**src/rtl/cpu_pkg.sv**
```systemverilog
// rtl/cpu_pkg.sv - shared RV32 pipeline types, widths and funct3 codes
package cpu_pkg;

   localparam int XLEN   = 32;
   localparam int REG_AW = 5;

   localparam logic [2:0] F3_B  = 3'b000;
   localparam logic [2:0] F3_H  = 3'b001;
   localparam logic [2:0] F3_W  = 3'b010;
   localparam logic [2:0] F3_BU = 3'b100;
   localparam logic [2:0] F3_HU = 3'b101;

   typedef enum logic [1:0] {
      ST_IDLE      = 2'd0,
      ST_LOAD_WAIT = 2'd1,
      ST_RMW_MERGE = 2'd2
   } mau_state_t;

   // Undefined funct3 codes fall into the word class, so they need full alignment.
   function automatic logic is_misaligned(input logic [2:0] f3, input logic [1:0] off);
      case (f3)
         F3_B, F3_BU: is_misaligned = 1'b0;
         F3_H, F3_HU: is_misaligned = off[0];
         default:     is_misaligned = (off != 2'b00);
      endcase
   endfunction

   function automatic logic is_subword(input logic [2:0] f3);
      is_subword = (f3 == F3_B) || (f3 == F3_BU) || (f3 == F3_H) || (f3 == F3_HU);
   endfunction

endpackage

```
**src/rtl/load_align.sv**
```systemverilog
// rtl/load_align.sv - selects and extends a byte/half/word from an aligned RAM word
module load_align
   import cpu_pkg::*;
(
   input  logic [XLEN-1:0] word,
   input  logic [1:0]      offset,
   input  logic [2:0]      funct3,
   output logic [XLEN-1:0] result
);

   logic [7:0]  sel_byte;
   logic [15:0] sel_half;

   always_comb begin
      sel_byte = word[{offset, 3'b000} +: 8];
      sel_half = offset[1] ? word[31:16] : word[15:0];
      case (funct3)
         F3_B:    result = {{24{sel_byte[7]}}, sel_byte};
         F3_BU:   result = {24'd0, sel_byte};
         F3_H:    result = {{16{sel_half[15]}}, sel_half};
         F3_HU:   result = {16'd0, sel_half};
         default: result = word;
      endcase
   end

endmodule

```
**src/rtl/mem_access_unit.sv**
```systemverilog
// rtl/mem_access_unit.sv - RV32 MEM stage: loads, stores with sub-word RMW, MEM/WB register
module mem_access_unit
   import cpu_pkg::*;
#(
   parameter int RAM_AW = 16
) (
   input  logic              clk,
   input  logic              rst_n,
   input  logic              req_valid,
   output logic              req_ready,
   input  logic              req_load,
   input  logic              req_store,
   input  logic              req_rd_we,
   input  logic [2:0]        req_funct3,
   input  logic [XLEN-1:0]   req_addr,
   input  logic [XLEN-1:0]   req_wdata,
   input  logic [REG_AW-1:0] req_rd,
   output logic [RAM_AW-1:0] ram_addr,
   output logic [XLEN-1:0]   ram_wdata,
   output logic              ram_wen,
   input  logic [XLEN-1:0]   ram_rdata,
   output logic              wb_we,
   output logic [REG_AW-1:0] wb_waddr,
   output logic [XLEN-1:0]   wb_wdata,
   output logic              misalign_err
);

   mau_state_t        state, state_nxt;
   logic [RAM_AW-1:0] lat_waddr;
   logic [1:0]        lat_off;
   logic [2:0]        lat_f3;
   logic [REG_AW-1:0] lat_rd;
   logic [15:0]       lat_wdata;
   logic [XLEN-1:0]   load_result;
   logic [XLEN-1:0]   merged;

   logic accept, is_ld, is_st, mis;

   // A load with req_store also set is treated purely as a load.
   assign accept = req_valid && (state == ST_IDLE);
   assign is_ld  = req_load;
   assign is_st  = req_store && !req_load;
   assign mis    = (is_ld || is_st) && is_misaligned(req_funct3, req_addr[1:0]);

   assign req_ready = (state == ST_IDLE);

   load_align u_load_align (
      .word   (ram_rdata),
      .offset (lat_off),
      .funct3 (lat_f3),
      .result (load_result)
   );

   always_ff @(posedge clk or negedge rst_n) begin
      if (!rst_n) state <= ST_IDLE;
      else        state <= state_nxt;
   end

   always_comb begin
      state_nxt = state;
      case (state)
         ST_IDLE: begin
            if (accept && !mis) begin
               if (is_ld)                               state_nxt = ST_LOAD_WAIT;
               else if (is_st && is_subword(req_funct3)) state_nxt = ST_RMW_MERGE;
            end
         end
         default: state_nxt = ST_IDLE;
      endcase
   end

   always_comb begin
      merged = ram_rdata;
      if (lat_f3 == F3_B || lat_f3 == F3_BU)
         merged[{lat_off, 3'b000} +: 8] = lat_wdata[7:0];
      else
         merged[{lat_off[1], 4'b0000} +: 16] = lat_wdata;
   end

   always_comb begin
      ram_addr  = req_addr[RAM_AW+1:2];
      ram_wdata = req_wdata;
      ram_wen   = 1'b0;
      case (state)
         ST_IDLE: ram_wen = accept && is_st && !mis && !is_subword(req_funct3);
         ST_LOAD_WAIT: ram_addr = lat_waddr;
         ST_RMW_MERGE: begin
            ram_addr  = lat_waddr;
            ram_wdata = merged;
            ram_wen   = 1'b1;
         end
         default: ram_wen = 1'b0;
      endcase
   end

   always_ff @(posedge clk or negedge rst_n) begin
      if (!rst_n) begin
         lat_waddr <= '0;
         lat_off   <= '0;
         lat_f3    <= '0;
         lat_rd    <= '0;
         lat_wdata <= '0;
      end else if (accept && (is_ld || is_st)) begin
         lat_waddr <= req_addr[RAM_AW+1:2];
         lat_off   <= req_addr[1:0];
         lat_f3    <= req_funct3;
         lat_rd    <= req_rd;
         lat_wdata <= req_wdata[15:0];
      end
   end

   // wb_we and misalign_err are single-cycle pulses; only the payload holds.
   always_ff @(posedge clk or negedge rst_n) begin
      if (!rst_n) begin
         wb_we        <= 1'b0;
         wb_waddr     <= '0;
         wb_wdata     <= '0;
         misalign_err <= 1'b0;
      end else begin
         wb_we        <= 1'b0;
         misalign_err <= 1'b0;
         if (state == ST_LOAD_WAIT) begin
            wb_we    <= (lat_rd != '0);
            wb_waddr <= lat_rd;
            wb_wdata <= load_result;
         end else if (accept) begin
            if (mis) begin
               misalign_err <= 1'b1;
            end else if (!is_ld && !is_st) begin
               wb_we    <= req_rd_we && (req_rd != '0);
               wb_waddr <= req_rd;
               wb_wdata <= req_addr;
            end
         end
      end
   end

endmodule

```
**config.mk**
```make
export PLATFORM = sky130hd
export DESIGN_NAME = mem_access_unit
export DESIGN_NICKNAME = d
export VERILOG_FILES = /design/src/rtl/cpu_pkg.sv /design/src/rtl/load_align.sv /design/src/rtl/mem_access_unit.sv
export SDC_FILE = /design/constraint.sdc
export NUM_CORES = 1
export LEC_CHECK = 0
export ABC_AREA = 1
export CAP_MARGIN = 10
export CORE_UTILIZATION = 44
export CTS_BUF_LIST = sky130_fd_sc_hd__clkbuf_4 sky130_fd_sc_hd__clkbuf_8
export DETAILED_ROUTE_END_ITERATION = 6
export GPL_ROUTABILITY_DRIVEN = 0
export PLACE_DENSITY_LB_ADDON = 0.2
export SYNTH_ARGS = -nofsm -noshare
export SYNTH_HDL_FRONTEND = slang
export SYNTH_HIERARCHICAL = 1
export SYNTH_SLANG_ARGS = --single-unit
```
**constraint.sdc**
```tcl
create_clock -name clk -period 2 [get_ports clk]
set_clock_uncertainty 0.1 [all_clocks]
set_input_delay 0.2 -clock clk [delete_from_list [all_inputs] [get_ports clk]]
set_output_delay 0.2 -clock clk [all_outputs]
set_load 0.05 [all_outputs]
```
==> metrics.txt <==
# TYPE chip_impl_metric gauge
chip_impl_metric{name="final.min_clock_period",unit="ns"} 2.227
chip_impl_metric{name="worst_slew_pin_slew",unit="ns"} 0.5584
chip_impl_metric{name="maxSlewViolCount",unit=""} 0
chip_impl_metric{name="timing.slew.headroom",unit="%"} 62.66
chip_impl_info{name="worst_setup_path_startpoint",value="lat_off[1]"} 1
chip_impl_metric{name="rows",unit=""} 43
chip_impl_metric{name="critical_path_arrival",unit="ns"} 1.93
chip_impl_metric{name="ctsHtreeMaxLevel",unit=""} 3
chip_impl_metric{name="coreArea",unit="um^2"} 13880
chip_impl_metric{name="grt_antenna_before_repair",unit=""} 0
chip_impl_metric{name="synth.avg_cell_area",unit="um^2"} 6.149
chip_impl_metric{name="fraction_of_met1_tracks_used_by_global_routing",unit="%"} 40.45
chip_impl_info{name="min_path_type",value="in2async"} 1
chip_impl_info{name="timing_worst_setup_path_type",value="reg2out"} 1
chip_impl_info{name="rsz0062_at_grt",value="yes"} 1
chip_impl_metric{name="post_synthesis_instance_area",unit="um^2"} 6241
chip_impl_metric{name="drc",unit=""} 0
chip_impl_metric{name="via_count",unit=""} 7514
chip_impl_metric{name="gr-usage-all-layers",unit="%"} 29.77
chip_impl_info{name="critical_path.reg2reg.startpoint",value="lat_off[1]"} 1
chip_impl_metric{name="insertion_delay",unit="ns"} 0.37
chip_impl_info{name="cts-root-buf",value="sky130_fd_sc_hd__clkbuf_8"} 1
chip_impl_metric{name="final.period_utilization",unit="%"} 111.4
chip_impl_metric{name="syn_nets",unit=""} 1133
chip_impl_info{name="outcome",value="finished with violations"} 1
chip_impl_metric{name="antenna_left",unit=""} 0
chip_impl_metric{name="yosysWarnings",unit=""} 6
chip_impl_metric{name="met3_track_demand_over_resource",unit="%"} 6.156
chip_impl_metric{name="maxCapViolations",unit=""} 0
chip_impl_info{name="violated_checks",value="setup timing"} 1
chip_impl_metric{name="drive_gt1_share",unit="%"} 22.78
chip_impl_metric{name="die-area",unit="um^2"} 14660
chip_impl_metric{name="timing.critical_path.required",unit="ns"} 1.70
chip_impl_metric{name="power_density",unit="nW/um^2"} 1871
chip_impl_metric{name="worst_ir_drop_on_vdd",unit="mV"} 0.9344
chip_impl_metric{name="cts_num_sinks",unit=""} 83
chip_impl_metric{name="cts_buffer_depth",unit=""} 2
chip_impl_info{name="cts_tree",value="built"} 1
chip_impl_metric{name="synth.lib_cells_used.distinct",unit=""} 28
chip_impl_metric{name="layout.cell_area.non_filler",unit="um^2"} 9951
chip_impl_metric{name="drt_pass1_iterations",unit=""} 7
chip_impl_metric{name="io_pins",unit=""} 199
chip_impl_metric{name="synth-seq-cells",unit=""} 83
chip_impl_metric{name="setup_slack_of_the_critical_path_after_layout",unit="ns"} -0.2275
chip_impl_metric{name="antennaDiodeCount",unit=""} 0
chip_impl_metric{name="clkSlewWorstSetupHoldPaths",unit="ns"} 0.09
chip_impl_metric{name="totalWireLength",unit="mm"} 21.92
chip_impl_info{name="worst_setup_path_end_kind",value="output pin"} 1
chip_impl_metric{name="fillers",unit=""} 1133
chip_impl_metric{name="finalSetupViolations",unit=""} 32
chip_impl_metric{name="dpl.hpwl",unit="mm"} 15.80
chip_impl_metric{name="groute.layer.met2.usage",unit="%"} 46.79
chip_impl_metric{name="cell_depth_of_the_worst_flop_to_flop_path",unit=""} 10
chip_impl_metric{name="portBuffers",unit=""} 198
chip_impl_metric{name="grt_first_pass_wirelength",unit="mm"} 34.15
chip_impl_metric{name="die_width",unit="um"} 121.1
chip_impl_metric{name="wl_per_cell",unit="um"} 15.46
chip_impl_metric{name="maximum_number_of_pins_on_one_net_before_global_route_repair",unit=""} 65
chip_impl_metric{name="hold_viol_final",unit=""} 0
chip_impl_metric{name="ys_seq_area_share",unit="%"} 33.28
chip_impl_metric{name="worst-path-max-fanout",unit=""} 10
chip_impl_metric{name="synth_cells",unit=""} 1015
chip_impl_metric{name="initial_core_util",unit="%"} 44.96
chip_impl_metric{name="fmaxAchievable",unit="MHz"} 448.9
chip_impl_metric{name="placed_inst_area",unit="um^2"} 8997
chip_impl_metric{name="vias_in_the_first_global_route",unit=""} 6785
chip_impl_metric{name="die_height",unit="um"} 121.1
chip_impl_info{name="critPathLaunchType",value="register"} 1
chip_impl_metric{name="global_route.overflow_total",unit=""} 0
chip_impl_metric{name="final_nets",unit=""} 1351
chip_impl_info{name="globalRoute.busiestLayer",value="met2"} 1
chip_impl_metric{name="layout-area-overhead-vs-synth",unit="%"} 59.44
chip_impl_metric{name="cts-buffers-inserted",unit=""} 9
chip_impl_metric{name="dr.first_iter.drc_count",unit=""} 599
chip_impl_metric{name="drt-vias-per-instance",unit=""} 5.299
chip_impl_metric{name="post_route_total_power",unit="W"} 0.01862
chip_impl_metric{name="power_leakage",unit="nW"} 4.805
through the flow:
stage          TNS (ns)  std cells  utilization [%]  hold WS, ns  worst slack [ns]
6_report         -5.405       1418            71.69       0.1993           -0.2275
5_1_grt          -8.643       1418            71.69       0.2519           -0.3005
4_1_cts          -5.330       1411            69.24       0.1993           -0.2316
3_5_place_dp          0       1383            64.82      0.04727           0.07521
3_3_place_gp          0       1383            64.82      0.03892            0.1121
2_1_floorplan    -3.165       1015                -      -0.1956           -0.3434
where the power goes:
group	switching [W]	internal, W	total (W)
Combinational	0.00873	0.00558	0.0143
Clock	0.000685	0.000478	0.00116
Sequential	0.000650	0.00250	0.00315
Total	0.0101	0.00856	0.0186
sequential cells by signal, summed over array words and instances, names as in the netlist, 2 cells and up:
register	count
state	2
wb_waddr	5
lat_wdata	16
lat_rd	5
wb_wdata	32
lat_waddr	16
lat_f3	3
lat_off	2
cell usage after synthesis (all sizes together):
| cell | instances | area [um^2] |
|---|---|---|
| nand3 | 126 | 670.7 |
| or2 | 8 | 50.04 |
| buf | 42 | 272.8 |
| nand4 | 11 | 68.82 |
| nor3 | 3 | 15.01 |
| inv | 64 | 242.7 |
| nand2 | 466 | 1777 |
| clkbuf | 17 | 63.81 |
| a21oi | 52 | 260.3 |
| ha | 8 | 100.1 |
| o211ai | 8 | 60.06 |
| dfrtp | 83 | 2077 |
| clkinv | 2 | 7.510 |
| o21ai | 61 | 305.3 |
| mux2i | 2 | 20.02 |
| nor2 | 61 | 241.5 |
| and2 | 1 | 8.760 |
cells by family after synthesis:
kind of cell	after synthesis	share of synthesized area [%]
muxes	2	0.3208
adders and majority gates	8	1.604
buffers and inverters	125	9.403
AOI/OAI and AO/OA	121	10.02
and+or+nand+nor	676	45.37
DFF	83	33.28
final timing paths:
| kind | slack (ns) | endpoint |
|---|---|---|
| max | -0.23 | ram_wdata[18] |
| min | 0.20 | lat_wdata[4] |
| max reg2reg | 0.09 | wb_wdata[13] |
| min reg2reg | 0.39 | wb_wdata[24] |
| max in group asynchronous | 1.03 | lat_f3[0] |
| min in group clk | 0.29 | wb_we |
worst max-delay path, stage by stage, from the launching register on:
cell,delay (ns)
sky130_fd_sc_hd__dfrtp_1,0.40
sky130_fd_sc_hd__inv_2,0.08
sky130_fd_sc_hd__buf_4,0.14
sky130_fd_sc_hd__buf_4,0.13
sky130_fd_sc_hd__buf_4,0.17
sky130_fd_sc_hd__nand2_1,0.06
sky130_fd_sc_hd__nand2_1,0.05
sky130_fd_sc_hd__a21oi_1,0.27
sky130_fd_sc_hd__a21oi_4,0.09
sky130_fd_sc_hd__buf_6,0.16
layout make-up:
type	instances	area, um^2	share of cell area, %
clock buffers	10	131.4	1.320
clock inverters	6	50.05	0.5030
inverters	66	269.0	2.703
multi-input cells	808	4184	42.05
flip-flops and latches	83	2079	20.90
well taps	180	225.2	2.263
repair buffers	265	3012	30.27
metal layers:
| metal | share of wire (%) | wire length (um) | vias up |
|---|---|---|---|
| li1 | - | - | 3681 |
| met3 | 8.5 | 1858 | 44 |
| met1 | 43 | 9471 | 3425 |
| met2 | 46 | 10130 | 364 |
| met5 | 0 | 0 | - |
| met4 | 2.1 | 461 | 0 |
cell usage in the layout, fill, tap and decap left out, types with 35 or more instances in the layout:
master / synthesis / layout
sky130_fd_sc_hd__nand2_1: 459 / 416
sky130_fd_sc_hd__clkdlybuf4s50_1: 0 / 147
sky130_fd_sc_hd__nand3_1: 118 / 92
sky130_fd_sc_hd__dfrtp_1: 83 / 81
sky130_fd_sc_hd__buf_4: 4 / 54
sky130_fd_sc_hd__nor2_1: 56 / 53
sky130_fd_sc_hd__inv_1: 59 / 51
sky130_fd_sc_hd__a21oi_1: 52 / 42
sky130_fd_sc_hd__o21ai_0: 57 / 40
sky130_fd_sc_hd__buf_12: 0 / 35
timing repair:
item	CTS	global route
buffers inserted	9	4
gates cloned	2	3
pin swaps	20	27
resized for setup	92	60
endpoints found under the hold margin	55	0
hold buffers	1	0
endpoints found under the setup margin	49	65
Note: power is estimated with default switching activity, not from simulation.
